[src/rtl/sync_fifo_if.sv]
// sync_fifo_if: producer/consumer handshake bundle for sync_fifo.
// The master side drives the requests and write data.
// The slave side (the FIFO) returns the read data and the status flags.
interface sync_fifo_if #(
  parameter int FIFO_WIDTH = 32
);
  logic                  rd_en;
  logic [FIFO_WIDTH-1:0] data_out;
  logic                  wr_en;
  logic [FIFO_WIDTH-1:0] data_in;
  logic                  full;
  logic                  empty;

  modport master (
    output rd_en,
    output wr_en,
    output data_in,
    input  data_out,
    input  full,
    input  empty
  );

  modport slave (
    input  rd_en,
    input  wr_en,
    input  data_in,
    output data_out,
    output full,
    output empty
  );
endinterface

[src/rtl/sync_fifo.sv]
// sync_fifo: single-clock FIFO with registered read data.
// Pointers carry one extra wrap bit, so full and empty can be told apart.
// Optional macro SYNC_FIFO_ERR_FLAGS_EN adds two sticky outputs:
//   overflow  - set when a write is dropped because the FIFO is full.
//   underflow - set when a read is requested while the FIFO is empty.
module sync_fifo #(
  parameter int FIFO_WIDTH = 32,
  parameter int FIFO_DEPTH = 8
) (
  input  logic          clk,
  input  logic          rst,
`ifdef SYNC_FIFO_ERR_FLAGS_EN
  output logic          overflow,
  output logic          underflow,
`endif
  sync_fifo_if.slave    bus
);
  localparam int AW = $clog2(FIFO_DEPTH);
  localparam int PW = AW + 1;

  logic [PW-1:0]         wr_ptr_q, wr_ptr_d;
  logic [PW-1:0]         rd_ptr_q, rd_ptr_d;
  logic [FIFO_WIDTH-1:0] data_out_q, data_out_d;
  logic [FIFO_WIDTH-1:0] mem [FIFO_DEPTH];

  logic full_w, empty_w, rd_accept, wr_accept;

  // Flags come only from the registered pointers, so no input reaches an output.
  assign empty_w = (wr_ptr_q == rd_ptr_q);
  assign full_w  = (wr_ptr_q[AW-1:0] == rd_ptr_q[AW-1:0]) &&
                   (wr_ptr_q[AW] != rd_ptr_q[AW]);

  // A read frees a slot in the same edge, so a full FIFO can still accept a write.
  assign rd_accept = bus.rd_en && !empty_w;
  assign wr_accept = bus.wr_en && (!full_w || rd_accept);

  assign bus.full     = full_w;
  assign bus.empty    = empty_w;
  assign bus.data_out = data_out_q;

  // Next-state for the pointers and the read data register.
  always_comb begin
    wr_ptr_d   = wr_ptr_q;
    rd_ptr_d   = rd_ptr_q;
    data_out_d = data_out_q;
    if (wr_accept) wr_ptr_d = wr_ptr_q + PW'(1);
    if (rd_accept) begin
      rd_ptr_d   = rd_ptr_q + PW'(1);
      data_out_d = mem[rd_ptr_q[AW-1:0]];
    end
  end

  // Control state; reset clears it at once, without waiting for a clock edge.
  always_ff @(posedge clk or posedge rst) begin
    if (rst) begin
      wr_ptr_q   <= '0;
      rd_ptr_q   <= '0;
      data_out_q <= '0;
    end else begin
      wr_ptr_q   <= wr_ptr_d;
      rd_ptr_q   <= rd_ptr_d;
      data_out_q <= data_out_d;
    end
  end

  // Storage array has no reset; the pointers alone define which entries are valid.
  always_ff @(posedge clk) begin
    if (wr_accept) mem[wr_ptr_q[AW-1:0]] <= bus.data_in;
  end

`ifdef SYNC_FIFO_ERR_FLAGS_EN
  logic overflow_q, overflow_d;
  logic underflow_q, underflow_d;

  // Sticky error flags; once set, only reset clears them.
  always_comb begin
    overflow_d  = overflow_q  | (bus.wr_en && full_w && !rd_accept);
    underflow_d = underflow_q | (bus.rd_en && empty_w);
  end

  // Error flag registers.
  always_ff @(posedge clk or posedge rst) begin
    if (rst) begin
      overflow_q  <= 1'b0;
      underflow_q <= 1'b0;
    end else begin
      overflow_q  <= overflow_d;
      underflow_q <= underflow_d;
    end
  end

  assign overflow  = overflow_q;
  assign underflow = underflow_q;
`endif
endmodule

[src/flat_wrapper.sv]
// flat-port wrapper written by rule: the top's interface ports become plain ports
module sync_fifo_flat 
#(
  parameter int FIFO_WIDTH = 32,
  parameter int FIFO_DEPTH = 8
)
  (clk, rst, bus_rd_en, bus_wr_en, bus_data_in, bus_data_out, bus_full, bus_empty);
  sync_fifo_if #(.FIFO_WIDTH(FIFO_WIDTH)) bus_i ();
  input  logic clk;
  input  logic rst;
  input wire logic [$bits(bus_i.rd_en)-1:0] bus_rd_en;
  input wire logic [$bits(bus_i.wr_en)-1:0] bus_wr_en;
  input wire logic [$bits(bus_i.data_in)-1:0] bus_data_in;
  output wire logic [$bits(bus_i.data_out)-1:0] bus_data_out;
  output wire logic [$bits(bus_i.full)-1:0] bus_full;
  output wire logic [$bits(bus_i.empty)-1:0] bus_empty;
  assign bus_i.rd_en = bus_rd_en;
  assign bus_i.wr_en = bus_wr_en;
  assign bus_i.data_in = bus_data_in;
  assign bus_data_out = bus_i.data_out;
  assign bus_full = bus_i.full;
  assign bus_empty = bus_i.empty;
  sync_fifo #(.FIFO_WIDTH(FIFO_WIDTH), .FIFO_DEPTH(FIFO_DEPTH)) u_core (.clk(clk), .rst(rst), .bus(bus_i));
endmodule
[config.mk]
export PLATFORM = sky130hd
export DESIGN_NAME = sync_fifo_flat
export DESIGN_NICKNAME = d
export VERILOG_FILES = /design/src/rtl/sync_fifo_if.sv /design/src/rtl/sync_fifo.sv /design/src/flat_wrapper.sv
export SDC_FILE = /design/constraint.sdc
export NUM_CORES = 1
export LEC_CHECK = 0
export ABC_CLOCK_PERIOD_IN_PS = 5100
export BUFFER_PORTS_ARGS = -buffer_cell sky130_fd_sc_hd__buf_4
export CAP_MARGIN = 10
export CORE_MARGIN = 4
export CORE_UTILIZATION = 60
export CTS_CLUSTER_DIAMETER = 200
export DETAILED_ROUTE_END_ITERATION = 16
export GPL_ROUTABILITY_DRIVEN = 0
export PLACE_DENSITY = 0.9
export SYNTH_ARGS = -nofsm -noshare
export SYNTH_HDL_FRONTEND = slang
export SYNTH_SLANG_ARGS = --single-unit
export TNS_END_PERCENT = 10
[constraint.sdc]
create_clock -name clk -period 5.1 [get_ports clk]
set_input_delay 0.51 -clock clk [delete_from_list [all_inputs] [get_ports clk]]
set_output_delay 0.51 -clock clk [all_outputs]
set_load 0.01 [all_outputs]
## Yosys cells after proc, flatten, opt, wreduce, memory -nomap -nowiden

Memory sizes are Yosys's and may differ from the RTL's. A register that Yosys moved wholly into a read port is not among the register bits.
Index checks and enable logic that the tools add are counted.

| cells by class | value |
|---|---|
| $add $sub $neg | 2 |
| eq/ne operators | 3 |
| mux-type cells | 2 |
| reduce and logical (&&, ||, !) cells | 6 |

Operators with widths:

| operator | number |
|---|---|
| 4-bit by 1-bit adder with 4-bit output (second input constant) | 2 |
| 4-bit == test | 1 |
| 3-bit == test | 1 |
| 1-bit logical AND | 3 |
| 1-bit logical NOT | 2 |
| 1-bit two-way mux | 2 |
| 1-bit logical OR | 1 |
| 1-bit inequality test | 1 |

| word-level totals | value |
|---|---|
| register bits after elaboration | 8 |
| RAM bits | 256 |
| input port bits | 36 |
| output and inout port bits | 34 |
| word-level logic and storage cells | 16 |
| memories | 1 |

Memories:

| memory | depth | width | rd ports | clocked after memory_dff | write ports | RTL line | RTL |
|---|---|---|---|---|---|---|---|
| u_core.mem | 8 | 32 | 1 | 1 | 1 | sync_fifo.sv:24 | `logic [FIFO_WIDTH-1:0] mem [FIFO_DEPTH];` |

## Logic depth before layout (Yosys ltp)

Gate-level depths: netlist (run 1).

| depth | value |
|---|---|
| depth after elaboration | 7 |
| mapped depth | 7 |
| gate-level depth less buffers | 4 |

## Least setup slack after synthesis (run 1)

Ideal clock, no wire load.

| timing path | value |
|---|---|
| path type | register to register |
| start | register u_core.wr_ptr_q[0] |
| end | memory u_core.mem[0][0], enable pin |
| library setup time | 0.502 ns |
| data arrival time | 3.985 ns |
| data required time | 4.598 ns |
| slack | 0.614 ns |
| cell stages (with the launch flop) | 6 |
| buffers on the path | 1 |
| period minus slack after synthesis | 4.486 ns |
| cells stage by stage | dfrtp_1 > buf_2 > xnor2_1 > nand4_2 > o21ai_4 > nor4_1 |

| between the ends | value |
|---|---|
| cells in the longest elaborated chain, start to end | 7 |
| elaborated cells between the ends (all ways) | 10 |
| those cells by class | eq/ne (2); mux (2); reduce/logical (6) |

Ends and longest elaborated chain:

| item | RTL line | RTL |
|---|---|---|
| start: declaration | sync_fifo.sv:21 | `logic [PW-1:0] wr_ptr_q, wr_ptr_d;` |
| start signal: assignment | sync_fifo.sv:60 | `wr_ptr_q <= wr_ptr_d;` |
| 4-bit == test or 3-bit == test (tied branches) | sync_fifo.sv:29, sync_fifo.sv:30 |  |
| 1-bit logical NOT or 1-bit logical AND (tied branches) | sync_fifo.sv:34, sync_fifo.sv:30 |  |
| 1-bit logical AND or 1-bit logical NOT (tied branches) | sync_fifo.sv:34, sync_fifo.sv:35 |  |
| 1-bit logical OR | sync_fifo.sv:35 | `assign wr_accept = bus.wr_en && (!full_w \|\| rd_accept);` |
| 1-bit logical AND | sync_fifo.sv:35 |  |
| 1-bit two-way mux | sync_fifo.sv:68 | `if (wr_accept) mem[wr_ptr_q[AW-1:0]] <= bus.data_in;` |
| 1-bit two-way mux (not written as such) | sync_fifo.sv:68 |  |
| end: declaration | sync_fifo.sv:24 |  |

Parallel ways exist; a longest one is shown, timed or not.

## Worst setup path in the final report (run 1)

| timing path | value |
|---|---|
| start | register u_core.rd_ptr_q[0] |
| end | memory u_core.mem[7][3], enable pin |

| between the ends | value |
|---|---|
| cells in the longest elaborated chain, start to end | 7 |
| elaborated cells between the ends (all ways) | 10 |
| those cells by class | eq/ne (2); mux (2); reduce/logical (6) |

Ends and longest elaborated chain:

| item | RTL line | RTL |
|---|---|---|
| start: declaration | sync_fifo.sv:22 | `logic [PW-1:0] rd_ptr_q, rd_ptr_d;` |
| start signal: assignment | sync_fifo.sv:61 | `rd_ptr_q <= rd_ptr_d;` |
| 4-bit == test or 3-bit == test (tied branches) | sync_fifo.sv:29, sync_fifo.sv:30 |  |
| 1-bit logical NOT or 1-bit logical AND (tied branches) | sync_fifo.sv:34, sync_fifo.sv:30 |  |
| 1-bit logical AND or 1-bit logical NOT (tied branches) | sync_fifo.sv:34, sync_fifo.sv:35 |  |
| 1-bit logical OR (*) | sync_fifo.sv:35 |  |
| 1-bit logical AND (*) | sync_fifo.sv:35 |  |
| 1-bit two-way mux (*) | sync_fifo.sv:68 |  |
| 1-bit two-way mux (not written as such) (*) | sync_fifo.sv:68 |  |

Mark *: on every way between the ends. The rest lies on a longest branch, timed or not.

==> impl.org, run 1 <==
** Finish
- The filler cells instantiated in the layout total 998.
- For this run, the post-layout net count is 652.
- Number of diodes added for antenna fixing :: 0
- At the end of the flow the core is filled with cells to 0.7124.
- Leaving out fill and tap cells, the most frequent cells in the layout are 256 x edfxtp_1, 82 x buf_4, 64 x mux4_2, 37 x dfrtp_1, 34 x nand2_1.
- Ratio of cells with drive above 1 in the final layout :: 0.3181
- Most frequent standard cell in the layout excluding fill and tap cells :: edfxtp_1
- From synthesis to final layout, the design area changed by 15.28%.

** Logic synthesis
- After synthesis the cells add up to 11210 um2.
- Synth Area per Inst :: 21.28 um2
- Syn Nets :: 565
- After synthesis, the cell types taking the most area are edfxtp_1 69%, mux4_2 13%, dfrtp_1 8.9%, mux2i_1 2.9%, nand2_1 1.1%.
- Async set or reset register ratio after synthesis :: 0.1351
- Total of warnings raised by yosys :: 0
- Post-synthesis instance total :: 527
- Number of unique standard cell types used by synthesis :: 27
- Counting flops with a built-in enable in the synthesized netlist gives 256.
- Proportion of synthesized chip area in sequential cells :: 0.7747
- Biggest area consumer among synthesized cells :: edfxtp_1
- Dominant register cell in the synthesized netlist :: edfxtp_1
- Number of synthesized register bits :: 296
- Of the post-synthesis cell area, the dominant cell type holds 0.6855.

** Setup path
- The worst register-to-register path ends at u_core.mem[7][3].
- Slowest stage cell, crit path :: dfrtp_4
- Cell family with most CP delay :: buffers and inverters
- In this run the worst path has a maximum fanout of 29.
- The critical path in this run is classified as reg2reg.
- Worst setup slack for register-to-register paths :: 1.80 ns
- In this design, the stage delay of the slowest critical-path cell is 0.70 ns.
- The number of buffers and inverters on the critical path is 2.
- STA classifies the critical path startpoint as a register.
- Cell count of the worst reg-to-reg path :: 5
- STA puts the critical path data arrival time at 3.55 ns.
- Endpoint required time on the critical path :: 5.35 ns
- R2r startpoint :: u_core.rd_ptr_q[0]
- The signal on the critical path passes through xnor2_1 > nand4_2 > o21ai_0 > clkinv_1 > buf_4.
- The worst setup path is captured at a register.

** Routing
- Wires add up to 23380 um.
- The detailed router finished its first iteration with 520 violations.
- Via count :: 5461
- The first detailed-routing pass ran for 5 iterations.
- Final ANT Viol Nets :: 0
- Dividing the detail-routed via count by the number of cells gives 6.321.
- Final routed DRC violation total :: 0
- In the final routed layout, each cell accounts on average for 27.06 um.

** Job
- Across the run, the number of max-cap violations was 0.

** Placed design
- IO buf count :: 69
- Detailed placement ended at an HPWL of 12510 um.

** Clocking
- Number of buffers created by CTS :: 29
- H-tree depth :: 1
- The number of hold buffers added after CTS was 0.
- Counting along the longest clock path gives a buffer depth of 3.
- CTS tree :: yes
- Clock tree synthesis found a total of 296 sinks.
- The clock reaches the later pin of the worst-skew pair after 0.53 ns.
- The number of setup buffers added after CTS is 0.
- Clock transition at the registers of the reported paths :: 0.06 ns
- Cell chosen for the clock root :: clkbuf_16
- Count of cells resized by post-cts repair :: 0

** STA
- After layout, the minimum clock period comes to 3.296 ns.
- Fraction of the cycle the final worst path needs :: 0.6462
- Actual slew at the worst max-slew pin :: 1.144 ns
- The number of failing hold endpoints at the final stage is 0.
- Worst clock skew :: 0.007521 ns
- Finish-stage setup viols :: 0
- Sum of negative setup slack :: 0 ns
- Setup repair after global routing left no endpoint under its margin.
- Highest clock rate :: 303.4 MHz
- Worst slew margin relative to its limit :: 0.2358
- The total count of max-transition violations in the final report was 0.

** GRT
- Initial antenna violation count :: 0
- The via count of the first global-routing pass was 5960.
- Grt total ovfl :: 0
- Maximum number of pins on one net before global-route repair :: 69
- GR Util All Layers :: 0.2343
- The first global-routing pass estimated 35740 um of wire.

** Floorplan
- The die covers 20940 um2.
- In this run the vertical extent of the chip is 144.7 um.
- Area of the core region :: 18150 um2
- The die is 144.7 um wide.
- Effective utilization at floorplan :: 0.6180
- Core Rows :: 49
- I/O pin count :: 70

** Hold path
- Instance count along the most critical hold path :: 1
- Terminating pin of the worst hold path :: u_core.mem[4][22]
- The worst hold path belongs to the class in2reg.
- The worst hold path begins at bus_data_in[22].

** Outcome
- The flow ran to the end, and the final reports show no timing, DRC or antenna violations.

** Power
- Static leakage :: 4.496 nW
- Maximum resistive drop on vdd :: 0.3431 mV
- Dividing total power by cell area gives a power density of 585.6 nW/um2.
## cell families after synthesis
family,share of synthesized area
AO/OA/AOI/OAI,0.01841
adder cells (fa/ha/maj),0.002231
XOR/XNOR,0.008592
AND/OR/NAND/NOR,0.01886
buffers and inverters,0.01774
multiplexers,0.1594
flip-flops,0.7747
## synthesized netlist by cell type, drive strengths merged, types with 3 or more instances
master	count
buf	24
clkbuf	4
dfrtp	40
edfxtp	256
inv	5
mux2i	32
mux4	64
nand2	34
nor2	6
nor3	4
o21ai	34
xnor2	8
xor2	3
## how the worst max path moves through the flow
stage                                   from                to  slack [ns]  depth (start not counted)
final                     u_core.rd_ptr_q[0]  u_core.mem[7][3]        1.80                          5
after global routing      u_core.rd_ptr_q[0]  u_core.mem[7][3]        1.61                          5
after CTS                 u_core.rd_ptr_q[0]  u_core.mem[4][3]        1.65                          5
after detailed placement  u_core.rd_ptr_q[0]  u_core.mem[4][2]        1.66                          5
after global placement    u_core.rd_ptr_q[0]  u_core.mem[4][2]        1.86                          5
after floorplan           u_core.wr_ptr_q[0]  u_core.mem[0][0]        0.61                          5
## where the power goes
group / leakage, nW / internal (mW) / total (mW) / switching [mW]
Clock: 0.436 / 1.20 / 2.05 / 0.847
Sequential: 2.80 / 3.13 / 3.41 / 0.277
Combinational: 1.25 / 1.00 / 2.12 / 1.11
## layer usage
layer | part of all wire | global-route usage
met3 | 0.062 | 0.03418
met1 | 0.38 | 0.3148
met2 | 0.52 | 0.4011
met5 | 0 | 0
met4 | 0.033 | 0.08198
## final cells by class
type | instances | area (um2) | share of cell area
flip-flops and latches | 296 | 8695 | 0.6725
multi-input cells | 198 | 2370 | 0.1833
clock buffers | 40 | 767.0 | 0.05932
clock inverters | 12 | 145.1 | 0.01123
well taps | 229 | 286.5 | 0.02216
inverters | 5 | 18.77 | 0.001452
repair buffers | 84 | 646.9 | 0.05003
## sequential cells by signal, summed over array words and instances, names as in the netlist
name,cells
u_core.bus.data_out,32
u_core.rd_ptr_q,4
u_core.wr_ptr_q,4
u_core.mem,256
## per-stage QoR
stage | hold slack, ns | instance area [um2] | total power, mW | std cells | setup WS (ns)
3_5_place_dp | 0.4739 | 11990 | 5.531 | 810 | 1.658
3_3_place_gp | 0.4665 | 11990 | 5.387 | 810 | 1.856
5_1_grt | 0.1878 | 12930 | 7.929 | 864 | 1.610
4_1_cts | 0.1919 | 12900 | 7.627 | 862 | 1.650
6_report | 0.2098 | 12930 | 7.572 | 864 | 1.804
2_1_floorplan | 0.4977 | 11210 | 4.848 | 527 | 0.6135
(Power assumes the default switching activity.)
==> run 2: changes to the inputs <==
--- a/config.mk
+++ b/config.mk
@@ -5,7 +5,7 @@
 export SDC_FILE = /design/constraint.sdc
 export NUM_CORES = 1
 export LEC_CHECK = 0
-export ABC_CLOCK_PERIOD_IN_PS = 5100
+export ABC_CLOCK_PERIOD_IN_PS = 3200
 export BUFFER_PORTS_ARGS = -buffer_cell sky130_fd_sc_hd__buf_4
 export CAP_MARGIN = 10
 export CORE_MARGIN = 4
==> constraint.sdc (replaced) <==
create_clock -name clk -period 3.2 [get_ports clk]
set_input_delay 0.32 -clock clk [delete_from_list [all_inputs] [get_ports clk]]
set_output_delay 0.32 -clock clk [all_outputs]
set_load 0.01 [all_outputs]
==> run 2 against run 1 <==
Compared with the run above:
- clock power increased by 66%
- sequential cell count unchanged
- worst hold slack got worse by 0.19 ns
- register-to-register slack got worse by 1.1 ns
- global-route usage increased by 0.17 points
- cell count increased by 1.0%
- final area increased by 1.0%
- clock-buffer cell count increased by 5
- sequential share of layout area decreased by 0.66 points
- setup slack got worse by 1.1 ns
- non-clock buffer count increased by 8
- first-iteration DRC count increased by 23%
- critical endpoint is now u_core.mem[6][10]
- highest routed layer unchanged
==> impl.org, run 2 (synthesized netlist as in run 1, its figures left out) <==
** Outcome
- The run finished with clean final reports.

** Setup path
- CP Class :: reg2reg
- Peak fanout along the critical path :: 32 (+10%)
- STA classifies the critical path startpoint as a register.
- Data arrival time of the critical path :: 2.72 ns (-0.83 ns)
- Critical path endpoint category :: register
- The data required time at the worst endpoint was 3.43 ns (-1.92 ns).

** Power
- The total power is 12.27 mW (+62%).
- Pwr/cell area :: 939.8 nW/um2 (+60%)
- The leakage power summed over all cells came to 4.564 nW (+1.5%).
- Maximum resistive drop on vdd :: 0.5431 mV (+58%)

** Finish
- The number of nets at the end of the flow came to 659 (+1.1%).
- The filler cell count was 1004 (+0.60%).
- Layout overhead on the synthesized area :: 16.43%
- The flip-flop count of the largest register, all copies and words added came to 256 (unchanged).
- Most frequent cells in the layout :: 256 x edfxtp_1, 84 x buf_4, 64 x mux4_2, 37 x dfrtp_1, 34 x nand2_1
- The final design area excluding fillers came to 13060 um2 (+1.0%).
- Most frequent standard cell in the layout excluding fill and tap cells :: edfxtp_1
- The fraction of layout instances using a drive strength above 1 is 0.3204 (+0.002263).

** Floorplan
- I/O pin count :: 70 (unchanged)
- The total die area is 20940 um2 (unchanged).
- Core Rows :: 49 (unchanged)
- The floorplan die width came to 144.7 um (unchanged).
- The core outline area is 18150 um2 (unchanged).
- Chip Height :: 144.7 um (unchanged)
- The initial core utilization was 0.6180 (unchanged).

** Clocking
- H-tree depth :: 1 (unchanged)
- Clock transition at the registers of the reported paths :: 0.06 ns (about the same)
- CTS tree :: yes
- Cell chosen for the clock root :: clkbuf_16
- Clock latency on the worst-skew pair :: 0.54 ns (about the same)
- The post-cts sizing count is 0 (unchanged).
- The number of buffers inserted during clock tree synthesis was 28 (-3.4%).
- The clock net sink count came to 296 (unchanged).
- The maximum root-to-sink buffer count came to 3 (unchanged).

** GRT
- Grt total ovfl :: 0 (unchanged)
- Maximum number of pins on one net before global-route repair :: 68 (-1.4%)
- First-pass GRT wire length :: 36110 um (+1.0%)
- Via count of the first global-routing pass :: 5861 (-1.7%)
- Initial antenna violation count :: 1 (+1)
- GR Util All Layers :: 0.2360 (+0.001725)

** STA
- The final worst-path setup slack was 0.7157 ns (-1.089 ns).
- Highest clock rate :: 402.5 MHz (+33%)
- Worst clock skew :: 0.008465 ns (+0.0009438 ns)
- Setup repair after global routing missed its margin :: no
- The post-route clock period utilization is 0.7763 (+0.1301).
- Worst slew margin relative to its limit :: 0.3235 (+0.08767)
- Final worst hold slack :: 0.01767 ns (-0.1921 ns)
- Pins over their slew limit :: 0 (unchanged)
- The total setup violations reported at the end of the flow came to 0 (unchanged).
- The total negative setup slack is 0 ns (unchanged).
- The final critical path time including I/O delays and setup is 2.484 ns (-0.8114 ns).
- Actual slew at the worst max-slew pin :: 1.015 ns (-0.1288 ns)
- Fin. Hold Viols :: 0 (unchanged)

** Job
- The max-cap check violation count was 0 (unchanged).

** Routing
- The average via count per standard cell is 6.348 (+0.44%).
- Final ANT Viol Nets :: 0 (unchanged)
- Iteration-0 DRC count of the detailed router :: 639 (+23%)
- The remaining design rule violation count is 0 (unchanged).
- The routed wire length per instance is 27.12 um (+0.22%).
- Via count :: 5542 (+1.5%)
- The total wire length was 23680 um (+1.3%).
- The number of detailed-routing iterations run before antenna repair is 5 (unchanged).

** Placed design
- The cell area after placement came to 12030 um2 (+0.37%).
- HPWL after detailed placement :: 12550 um (+0.30%)
- Setup slack at placement :: 0.7996 ns (-0.8580 ns)
- IO buf count :: 69 (unchanged)

** Hold path
- Path category of the worst min-delay check :: in2async
## run 2: changes by cell type in the layout (fill, tap and decap cells not counted), moves of 2 or more
cell	delta
clkinvlp_4	-2
clkbuf_8	+6
clkinv_1	-2
dlygate4sd3_1	+7
clkinv_4	-2
buf_4	+2
## run 2: power breakdown
group          internal [mW]  switching, mW  leakage (nW)  total (mW)
Sequential              4.99          0.367          2.80        5.35
Clock                   2.04           1.35         0.470        3.40
Combinational           1.62           1.90          1.29        3.52
Total                   8.65           3.62          4.56        12.3
## run 2: area by class of cell
| cell class | count | area, um2 | area share |
|---|---|---|---|
| Sequential cell | 296 | 8695 | 0.6659 |
| Multi-Input combinational cell | 198 | 2379 | 0.1822 |
| Clock buffer | 45 | 845.8 | 0.06478 |
| Timing Repair Buffer | 92 | 720.7 | 0.05519 |
| Tap cell | 229 | 286.5 | 0.02194 |
| Clock inverter | 7 | 110.1 | 0.008432 |
| Inverter | 5 | 18.77 | 0.001437 |
| Antenna cell | 1 | 2.502 | 0.0001916 |
## run 2: metal layers
| layer | track usage | vias to the layer above | wire (um) |
|---|---|---|---|
| li1 | - | 2305 | - |
| met4 | 0.06480 | 0 | 652 |
| met1 | 0.3217 | 2896 | 8903 |
| met5 | 0 | - | 0 |
| met3 | 0.03582 | 49 | 1568 |
| met2 | 0.4070 | 292 | 12550 |
## run 2: worst paths after layout
path	start	endpoint	slack, ns	cells after the start
setup / recovery	u_core.wr_ptr_q[2]	u_core.mem[6][10]	0.72	5
setup reg to reg	u_core.wr_ptr_q[2]	u_core.mem[6][10]	0.72	5
hold / removal	rst	u_core.bus.data_out[1]	0.02	2
max in group asynchronous	rst	u_core.rd_ptr_q[0]	2.44	2
hold reg to reg	u_core.bus.data_out[5]	u_core.bus.data_out[5]	0.48	2
min in group clk	bus_data_in[8]	u_core.mem[6][8]	0.02	1
## run 2: worst max-delay path, cell delays in order (launching register included)
cell	delay, ns
dfrtp_1	0.53
xnor2_1	0.40
nand4_2	0.27
o211ai_1	0.57
nor2_4	0.08
buf_4	0.30
## run 2: what timing repair did
item,in CTS,in global routing
hold buffers,7,0
setup buffers,0,0
endpoints found under the hold margin,32,0
## run 2: per-stage QoR
stage | util | std cells
3_5_place_dp | 0.6629 | 813
5_1_grt | 0.7195 | 873
4_1_cts | 0.7194 | 872
3_3_place_gp | 0.6629 | 813
6_report | 0.7195 | 873
2_1_floorplan | - | 527
==> run 3: changes to the inputs <==
--- a/config.mk
+++ b/config.mk
@@ -5,15 +5,16 @@
 export SDC_FILE = /design/constraint.sdc
 export NUM_CORES = 1
 export LEC_CHECK = 0
-export ABC_CLOCK_PERIOD_IN_PS = 3200
+export ABC_AREA = 1
+export ABC_CLOCK_PERIOD_IN_PS = 1990
 export BUFFER_PORTS_ARGS = -buffer_cell sky130_fd_sc_hd__buf_4
 export CAP_MARGIN = 10
 export CORE_MARGIN = 4
-export CORE_UTILIZATION = 60
+export CORE_UTILIZATION = 55
 export CTS_CLUSTER_DIAMETER = 200
 export DETAILED_ROUTE_END_ITERATION = 16
 export GPL_ROUTABILITY_DRIVEN = 0
-export PLACE_DENSITY = 0.9
+export PLACE_DENSITY = 0.87
 export SYNTH_ARGS = -nofsm -noshare
 export SYNTH_HDL_FRONTEND = slang
 export SYNTH_SLANG_ARGS = --single-unit
==> constraint.sdc (replaced) <==
create_clock -name clk -period 1.99 [get_ports clk]
set_input_delay 0.199 -clock clk [delete_from_list [all_inputs] [get_ports clk]]
set_output_delay 0.199 -clock clk [all_outputs]
set_load 0.01 [all_outputs]
==> run 3 against run 2 <==
Compared with the run above:
- the run now ends with negative setup slack left
- synthesized cell count up 100%
- synthesized area increased by 7.4%
- cell count up 70%
- register-to-register slack got worse by 0.86 ns
- utilization is 3.5 points lower
==> impl.org, run 3 <==
** Outcome
- Result of the run :: complete, but fails checks
- The final reports fail on negative setup slack.

** STA
- Fin. Hold Viols :: 0 (unchanged)
- Finish-stage setup viols :: 119 (+119)
- The post-route clock period utilization is 1.071 (+0.2943).
- Setup repair after global routing could not meet its margin everywhere.
- The worst-margin pin slew was 0.7434 ns (-0.2713 ns).
- The total count of max-transition violations in the final report came to 0 (unchanged).
- Worst clock skew :: 0.01395 ns (+0.005485 ns)
- The final worst-path setup slack was -0.1406 ns (-0.8563 ns).
- Fin crit period :: 2.131 ns (-0.3537 ns)
- Worst slew margin relative to its limit :: 0.5044 (+0.1809)
- The fmax is 469.3 MHz (+17%).

** Power
- Maximum resistive drop on vdd :: 1.084 mV (+100%)
- The net switching power of the design came to 7.712 mW (+110%).
- The leakage power summed over all cells was 5.925 nW (+30%).
- The share of total power in the clock network was 0.256 (-0.021).
- The power density of the placed cells was 1485 nW/um2 (+58%).
- The sequential share of power came to 0.387 (-0.049).
- Internal power :: 13.92 mW (+61%)
- The proportion of total power due to net switching is 0.3565 (+0.06162).
- The power share of the combinational group is 0.357 (+0.070).

** Setup path
- The minimum setup slack among reg-to-reg paths is -0.14 ns (-0.86 ns).
- STA classifies the critical path startpoint as a register.
- The largest individual stage delay along the critical path comes from the cell clkbuf_8.
- The most numerous cell type found on the critical path is nand2_1.
- Worst setup startpoint :: u_core.rd_ptr_q[0]
- R2r startpoint :: u_core.rd_ptr_q[0]
- The maximum net fanout on the critical path came to 109 (+240%).
- The worst path arrival time was 2.60 ns (-0.12 ns).
- CP Class :: reg2reg
- On the critical path the largest part of the delay comes from simple AND/OR/NAND/NOR gates.
- R2R Path End :: u_core.bus.data_out[5]
- The cell depth of the worst flop-to-flop path is 9 (+4).
- The data required time at the worst endpoint was 2.46 ns (-0.97 ns).
- Largest stage delay, worst path :: 0.60 ns (+0.03 ns)
- STA classifies the critical path endpoint as a register.
- Critical path cell sequence :: clkbuf_8 > nor2_1 > nor2_1 > o21ai_0 > nand2_1 > nand2_1 > nand2_1 > nand2_1 > nand2_1
- Number of logic stages on the critical path including buffering :: 9 (+4)
- Worst Setup EP :: u_core.bus.data_out[5]
- Sum of buffers and inverters on the critical path :: 1 (unchanged)

** Finish
- Most frequent standard cell in the layout excluding fill and tap cells :: nand2_1
- The area growth from synthesis to layout is 20.92%.
- Ratio of cells with drive above 1 in the final layout :: 0.1476 (-0.1728)
- Max reg flops :: 256 (unchanged)
- The utilization of the core after routing is 0.6842 (-0.03529).
- The count of inserted antenna diode cells was 0 (-1).
- Number of nets in the finished design :: 1229 (+86%)
- The filler cell count came to 1311 (+31%).
- In the layout the commonest cells are 356 x nand2_1, 256 x edfxtp_1, 129 x nor2_1, 94 x buf_4, 70 x inv_1.
- Post-Layout Cell Count :: 1488 (+70%)

** Clocking
- The clock input transition at the sequential cells of the worst setup and hold paths was 0.07 ns (about the same).
- The clock network latency to the later pin of the worst-skew pair came to 0.53 ns (about the same).
- TritonCTS built the clock tree.
- H-tree depth :: 1 (unchanged)
- The maximum root-to-sink buffer count is 3 (unchanged).
- Number of buffers created by CTS :: 28 (unchanged)
- The root buffer cell chosen for the clock tree is clkbuf_16.
- Number of clock sinks seen by CTS :: 296 (unchanged)

** Routing
- Detailed-route vias per instance :: 5.717 (-9.9%)
- The total vias in the final route is 8507 (+54%).
- Routed WL :: 29300 um (+24%)
- The number of detailed-routing iterations run before antenna repair was 6 (+1).
- Final routed DRC violation total :: 0 (unchanged)
- The count of routing violations after the opening detailed-route iteration is 1202 (+88%).
- Post-DR wirelength/cell :: 19.69 um (-27%)
- Final ANT Viol Nets :: 0 (unchanged)

** Placed design
- Number of cells after detailed placement :: 1393 (+71%)
- HPWL after detailed placement :: 14280 um (+14%)
- IO buf count :: 69 (unchanged)

** Floorplan
- The number of placed I/O pins is 70 (unchanged).
- The floorplan die width came to 156.0 um (+7.8%).
- Core Rows :: 53 (+8.2%)
- Effective utilization at floorplan :: 0.5659 (-0.05211)
- Die area :: 24330 um2 (+16%)
- The die height was 156.0 um (+7.8%).
- Area of the core region :: 21290 um2 (+17%)

** Logic synthesis
- Number of synthesized register bits :: 296 (unchanged)
- Synth top cells by count :: 357 x nand2_1, 256 x edfxtp_1, 138 x nor2_1, 73 x inv_1, 66 x o21ai_0
- Number of unique standard cell types used by synthesis :: 19 (-30%)
- In the post-synthesis netlist, the biggest area contributors are edfxtp_1 64%, nand2_1 11%, dfrtp_1 8.3%, nor2_1 4.3%, o211ai_1 3.9%.
- Of all cell types, the one taking the most synthesized area is edfxtp_1.
- The number of flops mapped to enable cells by yosys is 256 (unchanged).
- The synthesized area per cell was 11.25 um2 (-47%).
- Among all flip-flop cells after synthesis, the most frequent one is edfxtp_1.
- Post-synthesis instance total :: 1071 (+100%)
- Syn Nets :: 1109 (+96%)
- The post-synthesis cell area is 12050 um2 (+7.4%).
- Most repeated cell in the gate-level netlist after synthesis :: nand2_1
- Total of warnings raised by yosys :: 0 (unchanged)
- The part of the Yosys area used for sequential elements is 0.7213 (-0.05344).
- Async set or reset register ratio after synthesis :: 0.1351 (unchanged)
- Area share of the largest cell type after synthesis :: 0.6382 (-0.04728)

** GRT
- Via count of the first global-routing pass :: 8332 (+42%)
- Maximum number of pins on one net before global-route repair :: 129 (+90%)
- GR Util All Layers :: 0.2288 (-0.007268)
- First-pass GRT wire length :: 43890 um (+22%)
- Grt total ovfl :: 0 (unchanged)
- Initial antenna violation count :: 0 (-1)

** Hold path
- The min-delay analysis places its worst path in the category in2async.

** Job
- Max-capacitance violation count :: 0 (unchanged)
-- run 3: cell count changes after synthesis, sizes merged, moves of 4 or more --
| cell | previous run | this run |
|---|---|---|
| nor2 | 6 | 139 |
| mux4 | 64 | 0 |
| o211ai | 2 | 63 |
| nor3 | 4 | 0 |
| clkbuf | 4 | 25 |
| nand2 | 34 | 357 |
| inv | 5 | 75 |
| buf | 24 | 33 |
| o21ai | 34 | 66 |
| nand3 | 2 | 8 |
| xnor2 | 8 | 4 |
| mux2i | 32 | 0 |
-- run 3: area by class of cell --
class                   instances  area, um2  area share
clock inverters                10      126.4    0.008676
multi-input cells             645       2903      0.1993
well taps                     275      344.1     0.02362
flip-flops and latches        296       8693      0.5969
inverters                      75      286.5     0.01967
clock buffers                  42      854.6     0.05867
repair buffers                145       1358     0.09321
-- run 3: what timing repair did --
item | CTS | global route
buffers inserted | 2 | 4
gates resized for setup | 2 | 16
gates cloned | 1 | 2
hold buffers | 34 | 0
setup endpoints to repair | 152 | 274
endpoints found under the hold margin | 273 | 0
pin swaps | 2 | 8
-- run 3: worst min path at each step --
stage,cells after the start,slack [ns],to
after floorplan,0,0.30,u_core.mem[0][0]
after global placement,2,0.26,u_core.bus.data_out[2]
after detailed placement,2,0.26,u_core.bus.data_out[3]
after CTS,6,0.20,u_core.wr_ptr_q[2]
after global routing,3,0.28,u_core.bus.data_out[30]
final,3,0.25,u_core.bus.data_out[30]
-- run 3: layer usage --
layer  wire length, um  vias to the layer above  share of wire  global-route usage
met5                 0                        -              0                   0
met4              1148                        0          0.039             0.08670
met3              3186                      102           0.11             0.03273
met2             14470                      621           0.49              0.3909
met1             10500                     3961           0.36              0.2999
li1                  -                     3823              -                   -
-- run 3: worst register-to-register path: stages (launching register included) --
cell and delay (ns):
dfrtp_4 0.44, clkbuf_8 0.60, nor2_1 0.22, nor2_1 0.20, o21ai_0 0.19, nand2_1 0.15, nand2_1 0.06, nand2_1 0.08
nand2_1 0.04, nand2_1 0.07
-- run 3: stage by stage --
stage	instance area (um2)	TNS, ns	hold WS, ns	setup WS [ns]	power [mW]
global route	14570	-13.94	0.2841	-0.2292	22.80
CTS	14420	-31.23	0.2001	-0.3431	21.27
finish	14570	-5.871	0.2544	-0.1406	21.63
detailed placement	13060	-38.56	0.2578	-0.3621	15.54
floorplan	12110	-38.97	0.2979	-0.1709	13.10
global placement	13060	-27.88	0.2600	-0.2530	15.18
-- run 3: power by group through the flow --
stage	sequential, mW	combinational, mW	clock [mW]
6_report	8.37	7.73	5.53
5_1_grt	8.44	8.50	5.85
4_1_cts	8.33	7.39	5.55
3_5_place_dp	8.45	7.09	0
3_3_place_gp	8.41	6.77	0
2_1_floorplan	8.51	4.59	0
-- run 3: kinds of logic after synthesis --
group	count (synthesis)	share of synthesized area
XOR/XNOR	6	0.004363
buffers and inverters	133	0.04695
adder cells (fa/ha/maj)	2	0.002077
AO/OA/AOI/OAI	129	0.06669
flip-flops	296	0.7213
AND/OR/NAND/NOR	505	0.1586
